File: config.mk
export PLATFORM = sky130hd
export DESIGN_NAME = lcd_hd44780_driver
export DESIGN_NICKNAME = d
export VERILOG_FILES = /design/src/rtl/lcd_pkg.sv /design/src/rtl/lcd_bus_cycle.sv /design/src/rtl/lcd_hd44780_driver.sv
export SDC_FILE = /design/constraint.sdc
export NUM_CORES = 1
export LEC_CHECK = 0
export ABC_AREA = 1
export CORE_MARGIN = 2
export CORE_UTILIZATION = 45
export DETAILED_ROUTE_END_ITERATION = 16
export PLACE_DENSITY_LB_ADDON = 0.12
export SYNTH_ARGS = -nofsm -noshare
export SYNTH_HDL_FRONTEND = slang
export SYNTH_SLANG_ARGS = --single-unit
export TNS_END_PERCENT = 50
File: constraint.sdc
create_clock -name CLK -period 2.08 [get_ports CLK]
set_input_delay 0.416 -clock CLK [delete_from_list [all_inputs] [get_ports CLK]]
set_output_delay 0.416 -clock CLK [all_outputs]
set_load 0.05 [all_outputs]
File: src/rtl/lcd_pkg.sv
// Shared constants, state encodings and helpers for the HD44780 8-bit bus driver.
package lcd_pkg;

  localparam logic [7:0] CMD_FUNC_8B2L = 8'h38;
  localparam logic [7:0] CMD_DISP_ON   = 8'h0C;
  localparam logic [7:0] CMD_CLEAR     = 8'h01;
  localparam logic [7:0] CMD_ENTRY     = 8'h06;
  localparam logic [7:0] CMD_HOME      = 8'h02;
  localparam logic [7:0] CMD_DDRAM     = 8'h80;
  localparam logic [7:0] ROW1_BASE     = 8'h40;

  localparam int INIT_LEN = 6;

  typedef enum logic [2:0] {
    PWR_WAIT,
    INIT,
    IDLE,
    ADDR,
    DATA,
    DONE
  } lcd_state_t;

  typedef enum logic [1:0] {
    BUS_IDLE,
    BUS_SETUP,
    BUS_E_HIGH,
    BUS_EXEC
  } bus_state_t;

  // A timing parameter of 0 would underflow the load value, so it is run as 1.
  function automatic int at_least_one(input int v);
    return (v < 1) ? 1 : v;
  endfunction

  function automatic int cnt_width(input int t_pwr, input int t_clear);
    int m;
    m = at_least_one((t_pwr > t_clear) ? t_pwr : t_clear);
    return $clog2(m + 1);
  endfunction

  function automatic logic [7:0] init_cmd(input logic [2:0] idx);
    logic [7:0] c;
    case (idx)
      3'd0, 3'd1, 3'd2: c = CMD_FUNC_8B2L;
      3'd3:             c = CMD_DISP_ON;
      3'd4:             c = CMD_CLEAR;
      default:          c = CMD_ENTRY;
    endcase
    return c;
  endfunction

endpackage

File: src/rtl/lcd_bus_cycle.sv
// One HD44780 write cycle: SETUP (E low), E_HIGH, then EXEC wait; RS/DB held from the latch.
module lcd_bus_cycle
  import lcd_pkg::*;
#(
  parameter int T_PWR   = 750000,
  parameter int T_SETUP = 2,
  parameter int T_EPW   = 25,
  parameter int T_EXEC  = 2000,
  parameter int T_CLEAR = 82000
) (
  input  logic       CLK,
  input  logic       Reset,
  input  logic       start,
  input  logic       rs,
  input  logic [7:0] data,
  input  logic       rs_clear,
  output logic       busy,
  output logic       done,
  output logic       lcd_e,
  output logic       lcd_rs,
  output logic [7:0] lcd_db
);

  localparam int CW = cnt_width(T_PWR, T_CLEAR);
  localparam logic [CW-1:0] LD_SETUP = CW'(at_least_one(T_SETUP) - 1);
  localparam logic [CW-1:0] LD_EPW   = CW'(at_least_one(T_EPW) - 1);
  localparam logic [CW-1:0] LD_EXEC  = CW'(at_least_one(T_EXEC) - 1);
  localparam logic [CW-1:0] LD_CLEAR = CW'(at_least_one(T_CLEAR) - 1);

  bus_state_t    st;
  logic [CW-1:0] cnt;
  logic          long_exec;

  assign long_exec = !lcd_rs && (lcd_db == CMD_CLEAR || lcd_db == CMD_HOME);
  assign busy      = (st != BUS_IDLE);
  // Asserted in the last EXEC cycle so the caller can chain the next byte without a gap.
  assign done      = (st == BUS_EXEC) && (cnt == '0);

  always_ff @(posedge CLK) begin
    if (Reset) begin
      st     <= BUS_IDLE;
      cnt    <= '0;
      lcd_e  <= 1'b0;
      lcd_rs <= 1'b0;
      lcd_db <= 8'h00;
    end else begin
      case (st)
        BUS_IDLE: begin
          if (start) begin
            lcd_rs <= rs;
            lcd_db <= data;
            cnt    <= LD_SETUP;
            st     <= BUS_SETUP;
          end else if (rs_clear) begin
            lcd_rs <= 1'b0;
          end
        end
        BUS_SETUP: begin
          if (cnt == '0) begin
            lcd_e <= 1'b1;
            cnt   <= LD_EPW;
            st    <= BUS_E_HIGH;
          end else begin
            cnt <= cnt - 1'b1;
          end
        end
        BUS_E_HIGH: begin
          if (cnt == '0) begin
            lcd_e <= 1'b0;
            cnt   <= long_exec ? LD_CLEAR : LD_EXEC;
            st    <= BUS_EXEC;
          end else begin
            cnt <= cnt - 1'b1;
          end
        end
        BUS_EXEC: begin
          if (cnt == '0) begin
            if (start) begin
              lcd_rs <= rs;
              lcd_db <= data;
              cnt    <= LD_SETUP;
              st     <= BUS_SETUP;
            end else begin
              st <= BUS_IDLE;
            end
          end else begin
            cnt <= cnt - 1'b1;
          end
        end
        default: st <= BUS_IDLE;
      endcase
    end
  end

endmodule

File: src/rtl/lcd_hd44780_driver.sv
// HD44780 8-bit physical-bus stage: power-up wait, init table, row address insertion,
// per-character writes with a one-cycle Lista acknowledge back to the row-register stage.
//
//   state    | meaning
//   PWR_WAIT | counting T_PWR cycles after reset
//   INIT     | issuing the six-command init table
//   IDLE     | waiting for Escribir; RS pulled low when upstream is idle
//   ADDR     | row-address command on the bus
//   DATA     | character byte on the bus
//   DONE     | Lista pulse, RS kept high
module lcd_hd44780_driver
  import lcd_pkg::*;
#(
  parameter int T_PWR   = 750000,
  parameter int T_SETUP = 2,
  parameter int T_EPW   = 25,
  parameter int T_EXEC  = 2000,
  parameter int T_CLEAR = 82000
) (
  input  logic       CLK,
  input  logic       Reset,
  input  logic       Escribir,
  input  logic [7:0] Dato_E_LCD,
  input  logic       Fila,
  output logic       Lista,
  output logic       Listo_Init,
  output logic       LCD_RS,
  output logic       LCD_RW,
  output logic       LCD_E,
  output logic [7:0] LCD_DB
);

  localparam int PWR = at_least_one(T_PWR);
  localparam int PW  = $clog2(PWR + 1);

  lcd_state_t    state;
  logic [PW-1:0] pwr_cnt;
  logic [2:0]    init_idx;
  logic          nueva_fila;

  logic       bus_start;
  logic       bus_rs;
  logic [7:0] bus_data;
  logic       bus_rs_clear;
  logic       bus_busy;
  logic       bus_done;

  always_comb begin
    bus_start    = 1'b0;
    bus_rs       = 1'b0;
    bus_data     = 8'h00;
    bus_rs_clear = 1'b0;
    case (state)
      INIT: begin
        if (!bus_busy) begin
          bus_start = 1'b1;
          bus_data  = init_cmd(init_idx);
        end
      end
      IDLE: begin
        if (Escribir) begin
          bus_start = 1'b1;
          if (nueva_fila) begin
            bus_data = CMD_DDRAM | (Fila ? ROW1_BASE : 8'h00);
          end else begin
            bus_rs   = 1'b1;
            bus_data = Dato_E_LCD;
          end
        end else begin
          bus_rs_clear = 1'b1;
        end
      end
      ADDR: begin
        // Character byte follows the address back-to-back.
        if (bus_done) begin
          bus_start = 1'b1;
          bus_rs    = 1'b1;
          bus_data  = Dato_E_LCD;
        end
      end
      default: ;
    endcase
  end

  always_ff @(posedge CLK) begin
    if (Reset) begin
      state      <= PWR_WAIT;
      pwr_cnt    <= '0;
      init_idx   <= 3'd0;
      nueva_fila <= 1'b0;
      Listo_Init <= 1'b0;
      Lista      <= 1'b0;
    end else begin
      Lista <= 1'b0;
      case (state)
        PWR_WAIT: begin
          if (pwr_cnt == PW'(PWR - 1)) begin
            pwr_cnt <= '0;
            state   <= INIT;
          end else begin
            pwr_cnt <= pwr_cnt + 1'b1;
          end
        end
        INIT: begin
          if (bus_done) begin
            if (init_idx == 3'(INIT_LEN - 1)) begin
              Listo_Init <= 1'b1;
              nueva_fila <= 1'b1;
              state      <= IDLE;
            end else begin
              init_idx <= init_idx + 1'b1;
            end
          end
        end
        IDLE: begin
          if (Escribir) begin
            state <= nueva_fila ? ADDR : DATA;
          end else begin
            nueva_fila <= 1'b1;
          end
        end
        ADDR: begin
          if (bus_done) begin
            nueva_fila <= 1'b0;
            state      <= DATA;
          end
        end
        DATA: begin
          if (bus_done) begin
            Lista <= 1'b1;
            state <= DONE;
          end
        end
        DONE: state <= IDLE;
        default: state <= PWR_WAIT;
      endcase
    end
  end

  lcd_bus_cycle #(
    .T_PWR  (T_PWR),
    .T_SETUP(T_SETUP),
    .T_EPW  (T_EPW),
    .T_EXEC (T_EXEC),
    .T_CLEAR(T_CLEAR)
  ) u_bus (
    .CLK     (CLK),
    .Reset   (Reset),
    .start   (bus_start),
    .rs      (bus_rs),
    .data    (bus_data),
    .rs_clear(bus_rs_clear),
    .busy    (bus_busy),
    .done    (bus_done),
    .lcd_e   (LCD_E),
    .lcd_rs  (LCD_RS),
    .lcd_db  (LCD_DB)
  );

  assign LCD_RW = 1'b0;

endmodule

==> results_dict.tcl <==
set metrics [dict create \
    setup.worst_path.class "reg -> out" \
    clock_latency_ns 0.34 \
    crit_buf_inv 1 \
    cpPeakStageDelay_ns 0.83 \
    yosysTopAreaCellShare 0.335 \
    cp-startpoint "u_bus.lcd_rs" \
    postSynthAreaPerCell_um2 6.82 \
    synthTopCellsByArea "dfxtp_1 34%, nand2_1 11%, nor2_1 8.0%" \
    ant_nets 0 \
    drt-wirelength-per-cell_um 12.7 \
    crit_chain "clkdlybuf4s50_1" \
    worstPathArrival_ns 1.58 \
    netlist-cell-type-count 45 \
    grt_pass1_wl_um 15000 \
    timing.rr.end "u_bus.cnt[18]" \
    ioPinCount 25 \
    layout_common_cells "100 x nand2_1, 76 x nor2_1, 61 x dfxtp_1, 56 x inv_1, 55 x a21oi_1" \
    rows 32 \
    clockBufferDepth 2 \
    critPathCaptureType "primary output" \
    critPathLaunchType "register" \
    worst_slew_pin_slew_ns 0.505 \
    avgViaCountPerCell 5.11 \
    cp_slowest_cell "clkdlybuf4s50_1" \
    post_cts_buffers 0 \
    port_buffers 23 \
    r2r_slack_ns 0.16 \
    crit_fanout 4 \
    hp-class "reg -> reg" \
    endpoint "LCD_RS" \
    die_area_mm2 0.00883 \
    initial_utilization 0.469 \
    slew-limit-headroom 0.663 \
    rsz0062_at_grt "false" \
    cts_tree "yes" \
    routed_wl_um 8650 \
    grtUsageTotal 0.214 \
    synthesis.area_mm2 0.00364 \
    cp.depth 1 \
    r2r_cells 11 \
    num_vias 3472 \
    min_period_over_period 0.960 \
    synth_top_cell_by_area "dfxtp_1" \
    syn_to_final_growth_pct 17.3 \
    die_x_um 94.0 \
    ys_ff_latch 61 \
    synth_cells 534 \
    grt_max_degree 27 \
    final_common_cell "nand2_1" \
    synth_ff_type "dfxtp_1" \
    n_fill_cell 760 \
    synth_nets 557 \
    antenna_cells 0 \
    cts_sinks 61 \
    worst_clock_skew_ns 0.00733 \
    required_ns 1.66 \
    drc 0 \
    routabilityCongestion 0.881 \
    nets 595 \
    grt_pass1_vias 3345 \
    setup_viol_count_final 0 \
    core-area_mm2 0.00777 \
    drive_gt1_frac 0.118 \
    grt_overflow 0 \
    power_mw 6.76 \
    powerDensity_mw_per_mm2 1580 \
    async_reset_ff_frac 0 \
    dieHeight_um 94.0 \
    r2r_start "u_bus.cnt[0]" \
    ir_drop_mv 0.622 \
    cts_buffers 9 \
    antenna_found_initial 0 \
    clk_pin_slew_ns 0.07 \
    fmax_mhz 501 \
    holdWs_ns 0.473 \
    ys_seq_area_frac 0.335 \
    fin_crit_ns 2.00 \
    min_path_cells 1 \
    htree_levels 3 \
    hold_buffers 0 \
    p_leak_nw 1.73 \
    hold_viol_final 0 \
    drt_iter0_drc 180 \
    final-max-slew-violation-count 0 \
    setup_tns_ns 0 \
    synth_edf_count 0 \
    stdcell_count 679 \
    cts_resized 0 \
    root_buffer "clkbuf_8" \
    status "finished clean" \
    max_cap_viol_count 0 \
    cpLargestDelayFamily "buffers and inverters" \
    hpwl_um 6490 \
    ys_warn_count 0 \
    dp.cells 663 \
    drt_pass1_iterations 4 \
]
final cells by class:
class	count	area, um2	share of cell area
clock inverters	5	50.0	0.0117
repair buffers	37	335	0.0785
flip-flops and latches	61	1220	0.286
well taps	102	128	0.0299
multi-input cells	399	2150	0.504
inverters	64	245	0.0574
clock buffers	11	141	0.0331
per-layer routing:
| layer | up-vias | global-route usage | wire length, um |
|---|---|---|---|
| li1 | 1847 | - | - |
| met1 | 1539 | 0.281 | 4210 |
| met2 | 65 | 0.343 | 3910 |
| met3 | 21 | 0.0313 | 332 |
| met4 | 0 | 0.101 | 198 |
| met5 | - | 0 | 0 |
report_power, final:
| part | internal, mW | switching (mW) | leakage, nW |
|---|---|---|---|
| clock network | 0.578 | 0.476 | 0.103 |
| logic | 1.35 | 2.71 | 1.13 |
| registers | 1.41 | 0.241 | 0.495 |
| total | 3.34 | 3.42 | 1.73 |
registers in the layout, indices dropped and copies added, names as in the netlist:
| register | cells |
|---|---|
| u_bus.lcd_db | 8 |
| nueva_fila | 1 |
| u_bus.cnt | 20 |
| pwr_cnt | 20 |
| Lista | 1 |
| u_bus.st | 2 |
| u_bus.lcd_rs | 1 |
| state | 3 |
| u_bus.lcd_e | 1 |
| init_idx | 3 |
| Listo_Init | 1 |
worst min-delay path by stage:
stage	startpoint	end	slack, ns
2_1_floorplan	pwr_cnt[16]	pwr_cnt[16]	0.45
3_3_place_gp	Listo_Init	Listo_Init	0.45
3_5_place_dp	Listo_Init	Listo_Init	0.46
4_1_cts	Listo_Init	Listo_Init	0.48
5_1_grt	Listo_Init	Listo_Init	0.50
6_report	Listo_Init	Listo_Init	0.47
cells in the mapped netlist (2+ instances only):
| library cell | number |
|---|---|
| nand2_1 | 102 |
| nor2_1 | 78 |
| dfxtp_1 | 61 |
| inv_1 | 56 |
| a21oi_1 | 55 |
| o21ai_0 | 31 |
| nand3_1 | 27 |
| nor3_1 | 13 |
| xor2_1 | 13 |
| ha_1 | 11 |
| nand4_1 | 8 |
| clkbuf_1 | 6 |
| inv_2 | 6 |
| nor2_2 | 5 |
| o21a_1 | 5 |
| o21ai_1 | 5 |
| nand2_2 | 4 |
| nor2_4 | 4 |
| a211oi_1 | 3 |
| a31oi_1 | 3 |
| buf_2 | 3 |
| nand3_4 | 3 |
| nor4_1 | 3 |
| o211ai_1 | 3 |
| nor3_2 | 2 |
| o2111ai_1 | 2 |
| o31ai_1 | 2 |
| or2_2 | 2 |
| xnor2_1 | 2 |
stage by stage:
| step | utilization | cell area [um2] | setup slack, ns |
|---|---|---|---|
| global placement | 0.523 | 4060 | 0.160 |
| detailed placement | 0.523 | 4060 | 0.0883 |
| finish | 0.550 | 4270 | 0.0834 |
| CTS | 0.547 | 4250 | 0.0532 |
| floorplan | - | 3640 | 0.358 |
| global route | 0.550 | 4270 | 0.00217 |
worst reg2reg max path: stages, from the launching register on:
cell and delay (ns):
dfxtp_1 0.31, inv_1 0.08, ha_1 0.19, nand2_2 0.13, nor2_8 0.20, nand3_4 0.20
nand2_1 0.14, nand3_1 0.19, nand2_2 0.18, a21oi_1 0.06, o31ai_1 0.06, a21oi_1 0.07
cells by family (layout without fill, tap and decap cells):
| family | Yosys count | count (layout) | synth area share |
|---|---|---|---|
| fa+ha+maj | 11 | 11 | 0.0378 |
| other cells | 1 | 1 | 0.00103 |
| buf+inv | 74 | 117 | 0.0797 |
| flops | 61 | 61 | 0.335 |
| compound gates | 114 | 114 | 0.173 |
| xor+xnor | 15 | 15 | 0.0361 |
| simple gates | 258 | 258 | 0.337 |
No activity file was read; power rests on OpenSTA's default activity.
